### config.mk
export PLATFORM = sky130hd
export DESIGN_NAME = dmem_responder
export DESIGN_NICKNAME = d
export VERILOG_FILES = /design/src/rtl/dmem_responder.sv
export SDC_FILE = /design/constraint.sdc
export NUM_CORES = 2
export LEC_CHECK = 0
export ABC_AREA = 1
export CORE_UTILIZATION = 45
export DETAILED_ROUTE_END_ITERATION = 10
export PLACE_DENSITY = 0.66
export SKIP_LAST_GASP = 1
export SLEW_MARGIN = 20
export SYNTH_ARGS = -nofsm -noshare
export SYNTH_HDL_FRONTEND = slang
export SYNTH_SLANG_ARGS = --single-unit
### constraint.sdc
create_clock -name clk -period 10.6 [get_ports clk]
set_clock_uncertainty 0.1 [all_clocks]
set_input_delay 2.12 -clock clk [delete_from_list [all_inputs] [get_ports clk]]
set_output_delay 2.12 -clock clk [all_outputs]
set_load 0.01 [all_outputs]
### src/rtl/dmem_responder.sv
// dmem_responder
// Data-memory responder for the core's load/store port. Provides byte, half
// and word little-endian accesses with sign/zero extension of loads, a
// wait-state FSM that stalls the core for LATENCY cycles per access, and an
// error flag for misaligned or illegal requests.
//
// Optional feature macro: DMEM_MMIO_EN
//   When defined, word index 127 (byte addresses 0x1FC-0x1FF) is redirected
//   to the mmio_out register instead of the RAM array.
//
// Parameters:
//   DATA_W  - data word width (only 32 is supported)
//   DEPTH   - number of 32-bit words (<= 128)
//   LATENCY - stall cycles per access (1..15)
//
// Ports:
//   clk       in   rising-edge clock
//   reset     in   asynchronous active-low reset
//   rd        in   load request, held while stall=1
//   wr        in   store request, held while stall=1
//   addr      in   9-bit byte address
//   wr_data   in   right-aligned store data
//   funct3    in   000 B, 001 H, 010 W, 100 BU, 101 HU
//   rd_data   out  registered, extended load result
//   mmio_out  out  memory-mapped output register (DMEM_MMIO_EN only)
//   stall     out  combinational core stall
//   err       out  misaligned/illegal flag, high only in DONE
module dmem_responder #(
  parameter int DATA_W  = 32,
  parameter int DEPTH   = 128,
  parameter int LATENCY = 1
) (
  input  logic              clk,
  input  logic              reset,
  input  logic              rd,
  input  logic              wr,
  input  logic [8:0]        addr,
  input  logic [DATA_W-1:0] wr_data,
  input  logic [2:0]        funct3,
  output logic [DATA_W-1:0] rd_data,
`ifdef DMEM_MMIO_EN
  output logic [DATA_W-1:0] mmio_out,
`endif
  output logic              stall,
  output logic              err
);

  typedef enum logic [1:0] {IDLE, WAIT, DONE} state_t;

  localparam logic [7:0] DEPTH_L  = 8'(DEPTH);
  localparam logic [3:0] CNT_INIT = 4'(LATENCY - 1);

  state_t            state;
  state_t            next_state;
  logic [3:0]        cnt;

  logic [8:0]        addr_q;
  logic [DATA_W-1:0] wdata_q;
  logic [2:0]        funct3_q;
  logic              rd_q;
  logic              wr_q;

  logic              accept;
  logic              commit;
  logic              req_rd;
  logic              req_wr;
  logic [8:0]        req_addr;
  logic [DATA_W-1:0] req_wdata;
  logic [2:0]        req_funct3;
  logic [6:0]        req_idx;
  logic [1:0]        req_lane;
  logic              req_err;
  logic              mmio_hit;
  logic              mem_we;
  logic              mmio_we;

  logic [3:0]        lane_en;
  logic [DATA_W-1:0] bit_mask;
  logic [DATA_W-1:0] wr_shift;
  logic [DATA_W-1:0] cur_word;
  logic [DATA_W-1:0] merged;
  logic [DATA_W-1:0] rd_shift;
  logic [DATA_W-1:0] load_ext;

  logic [DATA_W-1:0] mem [DEPTH];

  assign accept = (state == IDLE) && (rd || wr);
  assign stall  = accept || (state == WAIT);

  // In IDLE the request is taken straight from the port so a single-cycle
  // access can commit on the accept edge; afterwards the latched copy is used.
  always_comb begin
    req_rd     = rd_q;
    req_wr     = wr_q;
    req_addr   = addr_q;
    req_wdata  = wdata_q;
    req_funct3 = funct3_q;
    if (state == IDLE) begin
      req_rd     = rd;
      req_wr     = wr;
      req_addr   = addr;
      req_wdata  = wr_data;
      req_funct3 = funct3;
    end
  end

  assign req_idx  = req_addr[8:2];
  assign req_lane = req_addr[1:0];

  always_comb begin
    next_state = state;
    case (state)
      IDLE: begin
        if (rd || wr) begin
          next_state = (LATENCY == 1) ? DONE : WAIT;
        end
      end
      WAIT: begin
        if (cnt == 4'd1) begin
          next_state = DONE;
        end
      end
      DONE:    next_state = IDLE;
      default: next_state = IDLE;
    endcase
  end

  // The commit edge is the one that enters DONE; suppressed while reset is
  // asserted so an access in flight is dropped without touching memory.
  assign commit = reset && (next_state == DONE);

  always_comb begin
    req_err = 1'b0;
    case (req_funct3)
      3'b000, 3'b100: req_err = 1'b0;
      3'b001, 3'b101: req_err = req_addr[0];
      3'b010:         req_err = (req_lane != 2'b00);
      default:        req_err = 1'b1;
    endcase
    if (req_wr && req_funct3[2]) begin
      req_err = 1'b1;
    end
    if ({1'b0, req_idx} >= DEPTH_L) begin
      req_err = 1'b1;
    end
    if (req_rd && req_wr) begin
      req_err = 1'b1;
    end
  end

`ifdef DMEM_MMIO_EN
  assign mmio_hit = (req_idx == 7'd127);
  assign cur_word = mmio_hit ? mmio_out : mem[req_idx];
`else
  assign mmio_hit = 1'b0;
  assign cur_word = mem[req_idx];
`endif

  // Byte-lane enables for the store, expanded to a bit mask for merging.
  always_comb begin
    bit_mask = '0;
    case (req_funct3[1:0])
      2'b00:   lane_en = 4'b0001 << req_lane;
      2'b01:   lane_en = 4'b0011 << req_lane;
      default: lane_en = 4'b1111;
    endcase
    for (int i = 0; i < 4; i++) begin
      bit_mask[8*i +: 8] = {8{lane_en[i]}};
    end
  end

  assign wr_shift = req_wdata << {req_lane, 3'b000};
  assign merged   = (cur_word & ~bit_mask) | (wr_shift & bit_mask);
  assign rd_shift = cur_word >> {req_lane, 3'b000};

  always_comb begin
    case (req_funct3)
      3'b000:  load_ext = {{(DATA_W-8){rd_shift[7]}}, rd_shift[7:0]};
      3'b001:  load_ext = {{(DATA_W-16){rd_shift[15]}}, rd_shift[15:0]};
      3'b100:  load_ext = {{(DATA_W-8){1'b0}}, rd_shift[7:0]};
      3'b101:  load_ext = {{(DATA_W-16){1'b0}}, rd_shift[15:0]};
      default: load_ext = cur_word;
    endcase
  end

  assign mem_we  = commit && req_wr && !req_err && !mmio_hit;
  assign mmio_we = commit && req_wr && !req_err && mmio_hit;

  // FSM state, wait counter, request latch, load result and error flag.
  always_ff @(posedge clk or negedge reset) begin
    if (!reset) begin
      state    <= IDLE;
      cnt      <= 4'd0;
      addr_q   <= '0;
      wdata_q  <= '0;
      funct3_q <= '0;
      rd_q     <= 1'b0;
      wr_q     <= 1'b0;
      rd_data  <= '0;
      err      <= 1'b0;
    end else begin
      state <= next_state;
      err   <= commit && req_err;
      if (accept) begin
        addr_q   <= addr;
        wdata_q  <= wr_data;
        funct3_q <= funct3;
        rd_q     <= rd;
        wr_q     <= wr;
        cnt      <= CNT_INIT;
      end else if ((state == WAIT) && (cnt != 4'd1)) begin
        cnt <= cnt - 4'd1;
      end
      // A rejected load (including rd&wr together) returns zero; a rejected
      // store leaves the previous load value in place.
      if (commit && req_rd) begin
        rd_data <= req_err ? '0 : load_ext;
      end
    end
  end

  // RAM array is intentionally not reset.
  always_ff @(posedge clk) begin
    if (mem_we) begin
      mem[req_idx] <= merged;
    end
  end

`ifdef DMEM_MMIO_EN
  always_ff @(posedge clk or negedge reset) begin
    if (!reset) begin
      mmio_out <= '0;
    end else if (mmio_we) begin
      mmio_out <= merged;
    end
  end
`else
  logic unused_mmio;
  assign unused_mmio = mmio_we;
`endif

endmodule

==> run summary <==
first-pass GRT wire length -> 777 mm
crit end category -> register
vias in the first global route -> 105,170
Hold Crit Depth -> 1
max_slew headroom -> 0.0148
CP peak stage delay -> 0.78 ns
most used cell, CP -> nand2_1
Post-Synth XOR/XNOR Area -> 0
post-synth top area cell -> edfxtp_1
Post-synth EDFFs -> 4,096
top-area cell type share of the netlist area -> 0.739
Clock Path Buffers -> 4
FF+latch count, synth -> 4,181
final setup fails -> 0
row cnt -> 222
Syn. warnings -> 0
max frequency -> 0.128 GHz
initial core utilization -> 0.454
layout cells sized above 1 -> 0.0833
RSZ-0062 raised after global routing -> no
Startpoint Class -> input port
I/O Pins -> 82
Avg WL per Cell -> 28.5 um
CTS tree -> built
Worst-path clk slew -> 0.06 ns
Die Ht -> 610 um
CTS Buf Count -> 416
Pwr Total -> 47.2 mW
Detail Route Antenna Nets -> 0
detailed placer's ending HPWL -> 313 mm
via count of the routed design -> 113,481
Clock Sinks -> 4,181
sequential element share of the synthesized area -> 0.752
Post-Syn Instances -> 13,866
Post-Route Setup TNS -> 0 ns
synth top area cells -> edfxtp_1 (74%), nor2_1 (8.1%), nand2_1 (5.9%)
Synth Cell Area -> 0.166 mm2
count of max-cap constraint violations -> 1
Pre-antenna DRT Iters -> 7
reg2reg end -> mem[21][9]$_DFFE_PP_
area grow syn2layout -> 13.4%
GR Overflow Total -> 0
Via density -> 5.87
Hold Path Sink -> cnt[3]$_DFFE_PN0P_
failing checks -> max-capacitance violations
CP Class -> input port to register
core area -> 0.367 mm2
Syn Nets -> 13,916
DRC -> 0
worst skew pair latency -> 0.99 ns
Critical Path RT -> 11.22 ns
Initial DRC Count -> 17,689
final WL -> 551 mm
Buf/Inv on CP -> 3
Adder-Cell Fraction of Synth Area -> 0.000150
Slew Viols, Final -> 0
PostCTS Resize Cnt -> 0
kind of cell adding the most delay to the critical path -> simple AND/OR/NAND/NOR gates
Pwr per Cell Area -> 250 mW/mm2
initial antenna violation count -> 35
worst min-delay path class -> register to register
Least-Margin Pin Slew -> 1.48 ns
full die area -> 0.372 mm2
post-synthesis compound-gate area fraction -> 0.0668
Worst EP arrival -> 8.43 ns
Critical R2R Launch -> state[1]$_DFF_PN0_
Synth Area in Simple Gates -> 0.151
hold buffer count at cts -> 0
Routability Congestion -> 1.04
Tcrit/Tclk final -> 0.736
root buffer selected by CTS -> clkbuf_16
Hold Violations, Final -> 0
VDD IR max -> 0.285 mV
worst path cell trace -> clkdlybuf4s50_1 -> nand2_2 -> nand2_8 -> nand2_8 -> buf_4 -> nor2_1 -> nor2_1 -> nand2_1 -> o21ai_0 -> nand2_1 -> nand2_1 -> nand2_1 -> nor2_1 -> nand2_1 -> o22ai_4 -> buf_4
LEAKAGE -> 67.2 nW
Yosys cell types -> 46
Post-CTS Repair Setup Buffers -> 0
outcome -> complete, but fails checks
Final #Nets -> 14,077
asr flop ratio synth -> 0.0203
crit-path max FO -> 48
Filler Cells Inserted -> 30,750
mux cell area share after synthesis -> 0
H-Tree Depth -> 5
Reg2Reg Depth -> 20
largest family of logic cells by synthesized area -> simple AND/OR/NAND/NOR gates
hold_sp -> cnt[3]$_DFFE_PN0P_
gr usage total -> 0.291
leading register cell type out of synthesis -> edfxtp_1
Tmin final -> 7.81 ns
Mean Syn Cell Area -> 12.0 um2
flop2flop setup slack -> 3.41 ns
CP max stage cell -> o22ai_4
largest net degree at the start of global routing -> 141
PortBufs -> 81
die width -> 610 um
## flip-flops by register name (all words and copies together), names as in the netlist
name / count
rd_data: 32
cnt: 4
rd_q: 1
err: 1
wdata_q: 32
funct3_q: 3
addr_q: 9
state: 2
mem: 4096
wr_q: 1
## worst max-delay path by stage
stage                       start               endpoint  slack (ns)  cells after the start
after floorplan           addr[2]    mem[0][2]$_DFFE_PP_        0.05                     15
after global placement    addr[2]  mem[18][20]$_DFFE_PP_        2.18                     16
after detailed placement  addr[2]  mem[17][20]$_DFFE_PP_        2.04                     16
after CTS                 addr[2]  mem[19][20]$_DFFE_PP_        3.06                     16
after global routing      addr[2]   mem[21][9]$_DFFE_PP_        2.84                     18
final                     addr[2]   mem[21][9]$_DFFE_PP_        2.79                     16
## layout make-up
cell class                      count  area, um2  area share
Antenna cell                       19       47.5    0.000252
Clock buffer                      500      10900      0.0579
Clock inverter                    260       2280      0.0121
Inverter                          416       1560     0.00827
Multi-Input combinational cell   8546      37900       0.201
Sequential cell                  4181     125000       0.663
Tap cell                         4928       6170      0.0327
Timing Repair Buffer              466       4700      0.0249
## synthesized netlist by cell type, drive strengths merged (3+ instances only)
cell,instances
o211ai,53
a21oi,210
o22a,42
o221ai,16
nand3b,21
nand2,2627
o31ai,26
dfrtp,85
a31oi,3
edfxtp,4096
inv,410
o21ai,1246
nand3,196
nor3,20
a22oi,3
o22ai,411
nand4,41
clkbuf,203
nor2,3588
a21o,5
and2,5
o21a,4
or2,21
buf,520
clkinv,6
## metrics by stage
step / util / area [um2] / std cells / hold WS [ns] / worst slack [ns]
after global placement: 0.478 / 175000 / 18533 / 0.356 / 2.18
final: 0.514 / 189000 / 19316 / 0.372 / 2.79
after global routing: 0.514 / 189000 / 19303 / 0.398 / 2.84
after detailed placement: 0.478 / 175000 / 18533 / 0.361 / 2.04
after floorplan: - / 166000 / 13866 / 0.335 / 0.0460
after CTS: 0.514 / 189000 / 19293 / 0.376 / 3.06
## logic make-up (layout without fill, tap and decap cells)
group | after synthesis | in the layout
compound gates | 2024 | 2024
fa+ha+maj | 2 | 2
buf+inv | 1139 | 1642
flops | 4181 | 4181
other cells | 0 | 19
simple gates | 6520 | 6520
## per-layer routing
metal	vias up	wire (um)	GRT usage
li1	48483	-	-
met1	55534	199000	0.388
met2	8011	242000	0.436
met3	1437	75700	0.0760
met4	16	34900	0.157
met5	-	99	0
## power breakdown
group          total, mW  switching [mW]  leakage (nW)  internal (mW)
sequential          21.3          0.0769          38.1           21.2
combinational       11.5            9.25          22.6           2.20
clock               14.5            6.30          6.46           8.18
total               47.2            15.6          67.2           31.6
## cell usage in the layout, fill, tap and decap left out, types with 19 or more instances in the layout
cell type / count
nor3_1: 19
nand3_1: 193
dfrtp_1: 85
buf_4: 306
o31ai_1: 23
bufinv_16: 35
nand3b_1: 21
nor2_4: 138
clkinv_1: 123
nor2_1: 3435
nand2_1: 2601
edfxtp_1: 4096
clkbuf_1: 72
diode_2: 19
o211ai_1: 53
buf_12: 75
clkdlybuf4s50_1: 80
clkbuf_16: 423
nand4_1: 41
a21oi_1: 210
o21ai_0: 1083
o22ai_1: 399
inv_1: 401
clkinv_2: 76
o21ai_1: 147
o22a_1: 42
Note: power is estimated with default switching activity, not from simulation.
